[config.mk]
export PLATFORM = sky130hd
export DESIGN_NAME = rptr_empty_lvl
export DESIGN_NICKNAME = d
export VERILOG_FILES = /design/src/rtl/afifo_pkg.sv /design/src/rtl/gray2bin.sv /design/src/rtl/rptr_empty_lvl.sv
export SDC_FILE = /design/constraint.sdc
export NUM_CORES = 1
export LEC_CHECK = 0
export ABC_AREA = 1
export BUFFER_PORTS_ARGS = -buffer_cell sky130_fd_sc_hd__buf_2
export CORE_UTILIZATION = 40
export DETAILED_ROUTE_END_ITERATION = 12
export PLACE_DENSITY = 0.59
export SYNTH_ARGS = -nofsm -noshare
export SYNTH_HDL_FRONTEND = slang
export SYNTH_SLANG_ARGS = --single-unit
[constraint.sdc]
create_clock -name rclk -period 5.95 [get_ports rclk]
set_input_delay 0.8925 -clock rclk [delete_from_list [all_inputs] [get_ports rclk]]
set_output_delay 0.8925 -clock rclk [all_outputs]
set_load 0.01 [all_outputs]
[src/rtl/afifo_pkg.sv]
// Shared definitions for the dual-clock asynchronous FIFO: pointer width and
// Gray/binary conversion helpers usable at any width up to MAXW bits.
package afifo_pkg;

    localparam int ADDRSIZE_DFLT = 4;
    localparam int PTRW          = ADDRSIZE_DFLT + 1;
    localparam int MAXW          = 32;

    // Narrower values are zero-extended; the conversions keep the upper bits zero.
    function automatic logic [MAXW-1:0] bin2gray(input logic [MAXW-1:0] b);
        return b ^ (b >> 1);
    endfunction

    function automatic logic [MAXW-1:0] gray2bin(input logic [MAXW-1:0] g);
        logic [MAXW-1:0] b;
        b[MAXW-1] = g[MAXW-1];
        for (int i = MAXW - 2; i >= 0; i--) begin
            b[i] = b[i+1] ^ g[i];
        end
        return b;
    endfunction

endpackage

[src/rtl/gray2bin.sv]
// Combinational Gray-to-binary converter, shared by the read and write side
// status blocks. Each binary bit is the XOR of all Gray bits at or above it.
module gray2bin #(
    parameter int WIDTH = afifo_pkg::PTRW
) (
    input  logic [WIDTH-1:0] gray,
    output logic [WIDTH-1:0] bin
);

    always_comb begin
        bin = '0;
        for (int i = 0; i < WIDTH; i++) begin
            bin[i] = ^(gray >> i);
        end
    end

endmodule

[src/rtl/rptr_empty_lvl.sv]
// Read-domain pointer and status block of the async FIFO: read address, Gray
// read pointer, empty, fill level, programmable almost-empty and sticky underflow.
module rptr_empty_lvl
    import afifo_pkg::*;
#(
    parameter int ADDRSIZE = PTRW - 1,
    parameter int AE_RESET = 1
) (
    input  logic                rclk,
    input  logic                rrst_n,
    input  logic                rinc,
    input  logic [ADDRSIZE:0]   rq2_wptr,
    input  logic                ae_thresh_we,
    input  logic [ADDRSIZE:0]   ae_thresh,
    input  logic                runderflow_clr,
    output logic [ADDRSIZE-1:0] raddr,
    output logic [ADDRSIZE:0]   rptr,
    output logic                rempty,
    output logic                raempty,
    output logic [ADDRSIZE:0]   rlevel,
    output logic                runderflow
);

    localparam int PW = ADDRSIZE + 1;
    localparam logic [PW-1:0] DEPTH   = PW'(1 << ADDRSIZE);
    localparam logic [PW-1:0] THR_RST = (AE_RESET > (1 << ADDRSIZE)) ? DEPTH : PW'(AE_RESET);

    logic          pop;
    logic [PW-1:0] rbin;
    logic [PW-1:0] rbinnext;
    logic [PW-1:0] rgraynext;
    logic [PW-1:0] wbin;
    logic [PW-1:0] lvlnext;
    logic [PW-1:0] thr;
    logic [PW-1:0] thrnext;

    gray2bin #(
        .WIDTH (PW)
    ) u_wptr_g2b (
        .gray (rq2_wptr),
        .bin  (wbin)
    );

    assign raddr = rbin[ADDRSIZE-1:0];

    always_comb begin
        pop       = rinc & ~rempty;
        rbinnext  = rbin + PW'(pop);
        rgraynext = (rbinnext >> 1) ^ rbinnext;
        // Modular difference stays correct across pointer wrap; DEPTH means full.
        lvlnext   = wbin - rbinnext;
        thrnext   = thr;
        if (ae_thresh_we) begin
            thrnext = (ae_thresh > DEPTH) ? DEPTH : ae_thresh;
        end
    end

    always_ff @(posedge rclk) begin
        if (!rrst_n) begin
            rbin       <= '0;
            rptr       <= '0;
            rempty     <= 1'b1;
            raempty    <= 1'b1;
            rlevel     <= '0;
            thr        <= THR_RST;
            runderflow <= 1'b0;
        end else begin
            rbin       <= rbinnext;
            rptr       <= rgraynext;
            rempty     <= (rgraynext == rq2_wptr);
            rlevel     <= lvlnext;
            thr        <= thrnext;
            raempty    <= (lvlnext <= thrnext);
            runderflow <= (rinc & rempty) | (runderflow & ~runderflow_clr);
        end
    end

endmodule

== Word level (Yosys, flattened, before mapping) ==
Cells that the tools add are included.

* Add/subtract/negate cells: 2
* Order comparisons: 2
* Equal/unequal tests: 1
* Mux-type cells: 2
* Bitwise gates (word level): 7
* Reduce and logical (&&, ||, !) cells: 5

{| class="wikitable"
|+ Operators by type and width
! kind !! number
|-
| $reduce_xor 5->1 || 5
|-
| $mux 5 || 2
|-
| $add 5x1->5 || 1
|-
| $eq 5x5->1 || 1
|-
| $gt 5x5->1 const B || 1
|-
| $le 5x5->1 || 1
|-
| $sub 5x5->5 || 1
|-
| $xor 4x5->5 || 1
|-
| $and 1x1->1 || 3
|-
| $not 1->1 || 2
|-
| $or 1x1->1 || 1
|}

* Bits in registers: 23
* Output and inout bits: 17
* Word-level logic and storage cells: 26

== Depth between registers and ports, before layout ==
Gate-level depths: netlist (run 1).

* Depth in word-level cells: 5
* Mapped depth: 20
* Mapped depth without buffers: 20

== Modules after synthesis ==
A second synthesis (run 1) with hierarchy kept.

* Cells, all modules: 207
* Area, all modules: 1425.1 µm²

{| class="wikitable"
|+ Modules (own cells, without submodules)
! module !! times used !! cells an instance !! area an instance (µm²) !! seq. area each (µm²)
|-
| rptr_empty_lvl || 1 || 186 || 1307.5 || 440.4
|-
| gray2bin || 1 || 21 || 117.6 || 0.0
|}

== Worst setup path before layout (run 1) ==
No wires, ideal clock.

* Path type: input-to-reg
* From: in rq2_wptr[3]
* To: reg raempty
* Arrival: 3.199 ns
* Path slack: 2.623 ns
* Stages on the path: 19
* Cell sequence: inv_1 > nand2_1 > nand2_1 > nand2_1 > nand2_1 > xor2_2 > xor2_1 > ha_1 > fa_1 > inv_1 > nand3_1 > nand2_1 > nand2_1 > nand2_1 > inv_1 > ha_1 > nand3_1 > o311ai_0 > nand2_1

* Longest elaborated chain between the ends: 3

{| class="wikitable"
|+ RTL lines
! what !! line !! source
|-
| start: declaration || rptr_empty_lvl.sv:12 || <nowiki>input logic [ADDRSIZE:0] rq2_wptr,</nowiki>
|-
| $reduce_xor 5->1 || gray2bin.sv:13 || <nowiki>bin[i] = ^(gray >> i);</nowiki>
|-
| $sub 5x5->5 (*) || rptr_empty_lvl.sv:51 || <nowiki>lvlnext = wbin - rbinnext;</nowiki>
|-
| named net lvlnext[4] || rptr_empty_lvl.sv:33 || <nowiki>logic [PW-1:0] lvlnext;</nowiki>
|-
| $le 5x5->1 (*) || rptr_empty_lvl.sv:73 || <nowiki>raempty <= (lvlnext <= thrnext);</nowiki>
|-
| end signal: assignment || rptr_empty_lvl.sv:73 ||
|-
| end: declaration || rptr_empty_lvl.sv:19 || <nowiki>output logic raempty,</nowiki>
|}

The timed path passes the listed nets; every way through them passes the cells marked *.
A chain may end at the register's enable or synchronous reset.

== Final worst setup path (run 1) ==
* From: in rq2_wptr[4]
* To: reg raempty

The elaborated chain is that of the path after synthesis.

==> results of run 1 <==
[Yosys cell counts]
cell / instances / share of area, %
nand2_2: 5 / 2.3
inv_1: 33 / 9.1
nand3_2: 1 / 0.74
clkbuf_1: 2 / 0.55
o311ai_0: 1 / 0.64
o21bai_1: 1 / 0.55
ha_1: 10 / 9.2
nor2_1: 19 / 5.2
fa_1: 1 / 1.5
nand3_1: 27 / 9.9
xor2_2: 1 / 1.2
dfxtp_1: 22 / 32
nand2_4: 2 / 1.7
inv_4: 1 / 0.46
a21oi_1: 10 / 3.7
o21ai_0: 1 / 0.37
inv_2: 1 / 0.28
xor2_1: 3 / 1.9
nand4_1: 2 / 0.92
nand3b_1: 1 / 0.55
o21bai_2: 1 / 0.83
nand2_1: 58 / 16
[sequential cells by signal, summed over array words and instances (netlist names)]
signal and flops:
rptr 5, raempty 1, rempty 1, runderflow 1
rlevel 5, thr 5, rbin 4
[layout by cell type (no fill, tap or decap), types with 2 or more instances in the layout]
| cell | Yosys | final |
|---|---|---|
| buf_2 | 0 | 31 |
| a21oi_1 | 10 | 10 |
| nand4_1 | 2 | 2 |
| xor2_1 | 3 | 3 |
| clkbuf_4 | 0 | 3 |
| nand2_1 | 58 | 58 |
| nand3_1 | 27 | 27 |
| nor2_1 | 19 | 19 |
| dfxtp_1 | 22 | 22 |
| nand2_2 | 5 | 5 |
| nand2_4 | 2 | 2 |
| ha_1 | 10 | 10 |
| inv_1 | 33 | 33 |
[worst max-delay path, stage by stage]
cell,delay (ns)
buf_2,0.12
inv_1,0.08
nand2_1,0.05
nand2_1,0.10
nand2_1,0.08
nand2_1,0.13
xor2_2,0.22
xor2_1,0.10
ha_1,0.25
fa_1,0.42
inv_1,0.07
nand3_1,0.09
nand2_1,0.07
nand2_1,0.04
nand2_1,0.08
inv_1,0.05
ha_1,0.30
nand3_1,0.10
o311ai_0,0.28
nand2_1,0.08
[path summary, 6_finish.rpt]
| kind | startpoint | to | slack [ns] | cells after the start |
|---|---|---|---|---|
| max | rq2_wptr[4] | raempty$_SDFF_PN1_ | 2.57 | 20 |
| min reg2reg | runderflow$_SDFF_PN0_ | runderflow$_SDFF_PN0_ | 0.48 | 2 |
| max reg2reg | rbin[0]$_SDFF_PN0_ | raempty$_SDFF_PN1_ | 3.09 | 15 |
| min | runderflow$_SDFF_PN0_ | runderflow$_SDFF_PN0_ | 0.48 | 2 |
[stage by stage]
stage	std cells	setup WS (ns)	power, W	cell area, sq um
finish	279	2.57	0.000329	1590
global route	279	2.25	0.000357	1590
CTS	279	2.56	0.000332	1590
detailed placement	276	2.23	0.000264	1560
global placement	276	2.35	0.000263	1560
floorplan	203	2.62	0.000233	1360
[power by group]
group | switching, W | total (W) | internal, W
Combinational | 0.0000576 | 0.0000984 | 0.0000408
Sequential | 0.00000346 | 0.000162 | 0.000158
Clock | 0.0000451 | 0.0000688 | 0.0000237
Total | 0.000106 | 0.000329 | 0.000223
[layer usage]
layer	track usage, %	routed length, microns	part of all wire [%]	up-vias
met5	0	0	0	-
met4	6.98	45	1.7	0
met3	1.95	107	3.9	5
met2	25.1	1090	40	31
met1	23.9	1480	54	537
li1	-	-	-	701
[cell families after synthesis]
kind of cell	share of synthesized area (%)
AO/OA/AOI/OAI	6.07
XOR/XNOR	3.13
adder cells (fa/ha/maj)	10.7
buffers and inverters	10.4
flip-flops	32.4
AND/OR/NAND/NOR	37.4
[final cells by class]
| class | instances | area [sq um] | area share (%) |
|---|---|---|---|
| Clock buffer | 3 | 22.5 | 1.42 |
| Multi-Input combinational cell | 144 | 778 | 49.1 |
| Tap cell | 44 | 55.1 | 3.47 |
| Inverter | 35 | 134 | 8.45 |
| Sequential cell | 22 | 440 | 27.8 |
| Timing Repair Buffer | 31 | 155 | 9.79 |
==> metrics.md, run 1 <==
| Metric | Value |
|---|---|
| Fmax | 0.296 GHz |
| Placeable Area | 3130 sq um |
| Syn avg cell area | 6.70 sq um |
| Final nets | 263 |
| Worst clock skew | 0.00564 ns |
| Antenna violations before repair | 0 |
| Post-cts resize count | 0 |
| Worst-Margin Slew | 0.661 ns |
| Unrepaired setup endpoints after global routing | false |
| Wirelength per Cell | 9.77 microns |
| CTS Buffer Depth | 2 |
| Fill count | 334 |
| Synthesis warning total | 0 |
| Number of global-route vias before repair | 1059 |
| Root buf cell | clkbuf_4 |
| TritonRoute pass-1 iters | 4 |
| Max_cap viols | 0 |
| Num CTS Buffers | 3 |
| Routability congestion estimate from global placement | 0.765 |
| Area of the mapped netlist | 1360 sq um |
| Final setup fails | 0 |
| Post-synthesis instance total | 203 |
| Endpoint type of the worst setup path | flip-flop |
| Setup TNS | 0 ns |
| CP Max Fanout | 4 |
| First-pass GRT wire length | 4530 microns |
| Post-synth net total | 229 |
| Final period util | 56.8% |
| Final hold vios | 0 |
| Max-slew headroom | 55.9% |
| Post-route ant nets | 0 |
| Port bufs | 31 |
| Syn-to-layout area delta | 16.6% |
| DP HPWL | 2170 microns |
| Layout cells sized above 1 | 19.6% |
| Die width | 60.3 microns |
| Crit start category | input pin |
| Htree depth | 1 |
| Antenna diodes | 0 |
| IO Count | 32 |
| Die Height | 60.3 microns |
| Via count | 1274 |
| Clk_lat worst skew | 0.31 ns |
| Final WL | 2730 microns |
| Hold WS | 0.475 ns |
| Total global routing overflow | 0 |
| Die area | 3640 sq um |
| Final core occ | 50.7% |
| Fin crit period | 3.38 ns |
| DRC Markers | 0 |
| Largest net degree at the start of global routing | 22 |
| Initial Utilization | 43.5% |
| All-layer global routing usage | 16.7% |
| WP data required | 6.15 ns |
| Status | finished clean |
| Yosys reg bits | 22 |
| Leakage power | 0.882 nW |
| Sink Count | 22 |
| Drt via density | 4.57 |
| CTS Hold Bufs | 0 |
| Sequential fraction of the synthesis area | 32.4% |
| PwrDens | 208 nW/um^2 |
| Distinct cells, synth | 22 |
| Clock slew seen by the registers of the worst setup and hold paths | 0.12 ns |
| Worst path arrival time | 3.58 ns |
| WS Path Type | input pin to flip-flop |
| Drt initial violations | 43 |
| Setup Fix Bufs, Post-CTS | 0 |
| Peak VDD IR | 0.0000806 V |
| Hold WC Path Type | flip-flop to flip-flop |
| CTS tree | done |
| Final Max Tran Viols | 0 |
| Row cnt | 20 |
Note: power is estimated with default switching activity, not from simulation.
==> run 2: changes to the inputs <==
==> constraint.sdc (replaced) <==
create_clock -name rclk -period 3.3 [get_ports rclk]
set_input_delay 0.495 -clock rclk [delete_from_list [all_inputs] [get_ports rclk]]
set_output_delay 0.495 -clock rclk [all_outputs]
set_load 0.01 [all_outputs]
==> run 2 against run 1 <==
  * Total power up 110%
  * Design area up 1.9%
  * Critical path depth unchanged
  * Non-clock buffer count unchanged
  * Combinational power up 80%
  * Wire length down 0.29%
  * Worst hold slack worse by 0.12 ns
  * Register-to-register slack worse by 2.6 ns
  * Core utilization up 0.96 points
  * Cell count up 0.36%
  * Die area unchanged
  * Critical endpoint unchanged
  * Largest power group unchanged
==> metrics.md, run 2 (same netlist as run 1, synthesis figures left out) <==
| Metric | Value |
|---|---|
| Wirelength per Cell | 9.71 microns (was 9.77 microns) |
| Final period util | 89.2% |
| Max-slew headroom | 56.3% (was 55.9%) |
| Leakage power | 0.896 nW (was 0.882 nW) |
| Root buf cell | clkbuf_4 (unchanged) |
| Number of global-route vias before repair | 1092 (was 1059) |
| Num CTS Buffers | 3 (unchanged) |
| Peak VDD IR | 0.000200 V (was 0.0000806 V) |
| Die width | 60.3 microns (unchanged) |
| Antenna violations before repair | 0 (unchanged) |
| Hold WS | 0.360 ns (was 0.475 ns) |
| Max_cap viols | 0 (unchanged) |
| Setup Fix Bufs, Post-CTS | 0 (unchanged) |
| CP Max Fanout | 4 (unchanged) |
| Crit-path cells | buf_2, inv_1, nand2_1, nand2_1, nand2_1, nand2_1, xor2_2, xor2_1, ha_1, fa_1, inv_1, nand3_1, nand2_1, nand2_1, nand2_1, inv_1, ha_1, nand3_1, o311ai_0, nand2_1 (unchanged) |
| Placeable Area | 3130 sq um (unchanged) |
| WS Path Type | input pin to flip-flop (unchanged) |
| Most frequent cells in the layout | 58 x nand2_1, 33 x inv_1, 31 x buf_2 (unchanged) |
| TritonRoute pass-1 iters | 4 (unchanged) |
| Crit start category | input pin (unchanged) |
| First-pass GRT wire length | 4530 microns (about the same) |
| IO Count | 32 (unchanged) |
| Unrepaired setup endpoints after global routing | false (unchanged) |
| Final WL | 2720 microns (was 2730 microns) |
| Post-route ant nets | 0 (unchanged) |
| DRC Markers | 0 (unchanged) |
| Routability congestion estimate from global placement | 0.805 (was 0.765) |
| Via count | 1261 (was 1274) |
| CTS Hold Bufs | 0 (unchanged) |
| Drt via density | 4.50 (was 4.57) |
| Row cnt | 20 (unchanged) |
| Most common cell after layout, fill and taps aside | nand2_1 (unchanged) |
| Worst clock skew | 0.0103 ns (was 0.00564 ns) |
| Total chip power | 0.000679 W (was 0.000329 W) |
| Largest net degree at the start of global routing | 22 (unchanged) |
| Crit path buffers/inverters | 4 (unchanged) |
| Final setup fails | 0 (unchanged) |
| Hold WC Path Type | input pin to flip-flop (was flip-flop to flip-flop) |
| Initial Utilization | 43.5% (unchanged) |
| Sink Count | 22 (unchanged) |
| Post-cts resize count | 0 (unchanged) |
| Htree depth | 1 (unchanged) |
| Critical path's slowest cell | fa_1 (unchanged) |
| Max incr delay on CP | 0.40 ns (was 0.42 ns) |
| CTS tree | done (unchanged) |
| Layout cells sized above 1 | 19.9% (was 19.6%) |
| Antenna diodes | 0 (unchanged) |
| Clk_lat worst skew | 0.32 ns (was 0.31 ns) |
| Syn-to-layout area delta | 18.8% (was 16.6%) |
| DP HPWL | 2140 microns (was 2170 microns) |
| Fmax | 0.340 GHz |
| Die Height | 60.3 microns (unchanged) |
| Clock slew seen by the registers of the worst setup and hold paths | 0.14 ns (was 0.12 ns) |
| Status | finished clean (unchanged) |
| Worst path arrival time | 3.16 ns (was 3.58 ns) |
| Worst-Margin Slew | 0.655 ns (was 0.661 ns) |
| All-layer global routing usage | 16.5% (was 16.7%) |
| WP data required | 3.52 ns (was 6.15 ns) |
| Fin crit period | 2.94 ns |
| Final hold vios | 0 (unchanged) |
| CTS Buffer Depth | 2 (unchanged) |
| Drt initial violations | 59 (was 43) |
| PwrDens | 421 nW/um^2 (was 208 nW/um^2) |
| Final Max Tran Viols | 0 (unchanged) |
| Largest delay contributor family on the critical path | adder cells (unchanged) |
| Most frequent cell on the critical path | nand2_1 (unchanged) |
| Largest regs | rlevel: 5 flops, rptr: 5 flops, thr: 5 flops (unchanged) |
| Setup TNS | 0 ns (unchanged) |
| Die area | 3640 sq um (unchanged) |
| Final nets | 263 (unchanged) |
| Total global routing overflow | 0 (unchanged) |
| Endpoint type of the worst setup path | flip-flop (unchanged) |
| Port bufs | 31 (unchanged) |
[run 2: cell types whose count changed in the layout (fill, tap and decap cells not counted), sizes merged]
cell    delta
bufinv     +1
[run 2: metal layers]
layer	part of all wire [%]	track usage (%)
met1	57	25.0
met2	39	23.9
met4	0.74	4.98
met3	2.9	1.95
met5	0	0
[run 2: path summary, 6_finish.rpt]
kind	start	end	slack, ns	depth (start not counted)
setup / recovery	rq2_wptr[4]	raempty$_SDFF_PN1_	0.36	20
hold / removal	rrst_n	thr[0]$_SDFF_PN1_	0.36	2
setup reg to reg	rbin[0]$_SDFF_PN0_	raempty$_SDFF_PN1_	0.46	15
hold reg to reg	runderflow$_SDFF_PN0_	runderflow$_SDFF_PN0_	0.46	2
[run 2: area by class of cell]
cell class / count / area (sq um)
Clock buffer: 3 / 22.5
Clock inverter: 1 / 30.0
Fill cell: 332 / 1510
Inverter: 35 / 134
Multi-Input combinational cell: 144 / 778
Sequential cell: 22 / 440
Tap cell: 44 / 55.1
Timing Repair Buffer: 31 / 155
[run 2: worst register-to-register path: stages (launching register included)]
cell,delay (ns)
dfxtp_1,0.40
nand3_1,0.19
inv_1,0.10
ha_1,0.28
inv_1,0.13
nand2_4,0.09
nand2_4,0.08
ha_1,0.29
a21oi_1,0.19
nand3_1,0.10
nand2_1,0.09
inv_1,0.05
ha_1,0.29
nand3_1,0.10
o311ai_0,0.29
nand2_1,0.08
[run 2: power breakdown]
group / total [W] / internal, W / switching [W]
Combinational: 0.000177 / 0.0000732 / 0.000103
Clock: 0.000211 / 0.000123 / 0.0000879
Sequential: 0.000292 / 0.000286 / 0.00000633
Total: 0.000679 / 0.000482 / 0.000198
[run 2: metrics by stage]
step           worst slack, ns  utilization (%)  std cells  cell area (sq um)
2_1_floorplan            0.370                -        203               1360
3_3_place_gp             0.103             50.0        276               1560
3_5_place_dp           0.00269             50.0        276               1560
4_1_cts                  0.354             51.6        280               1620
5_1_grt                  0.127             51.6        280               1620
6_report                 0.355             51.6        280               1620
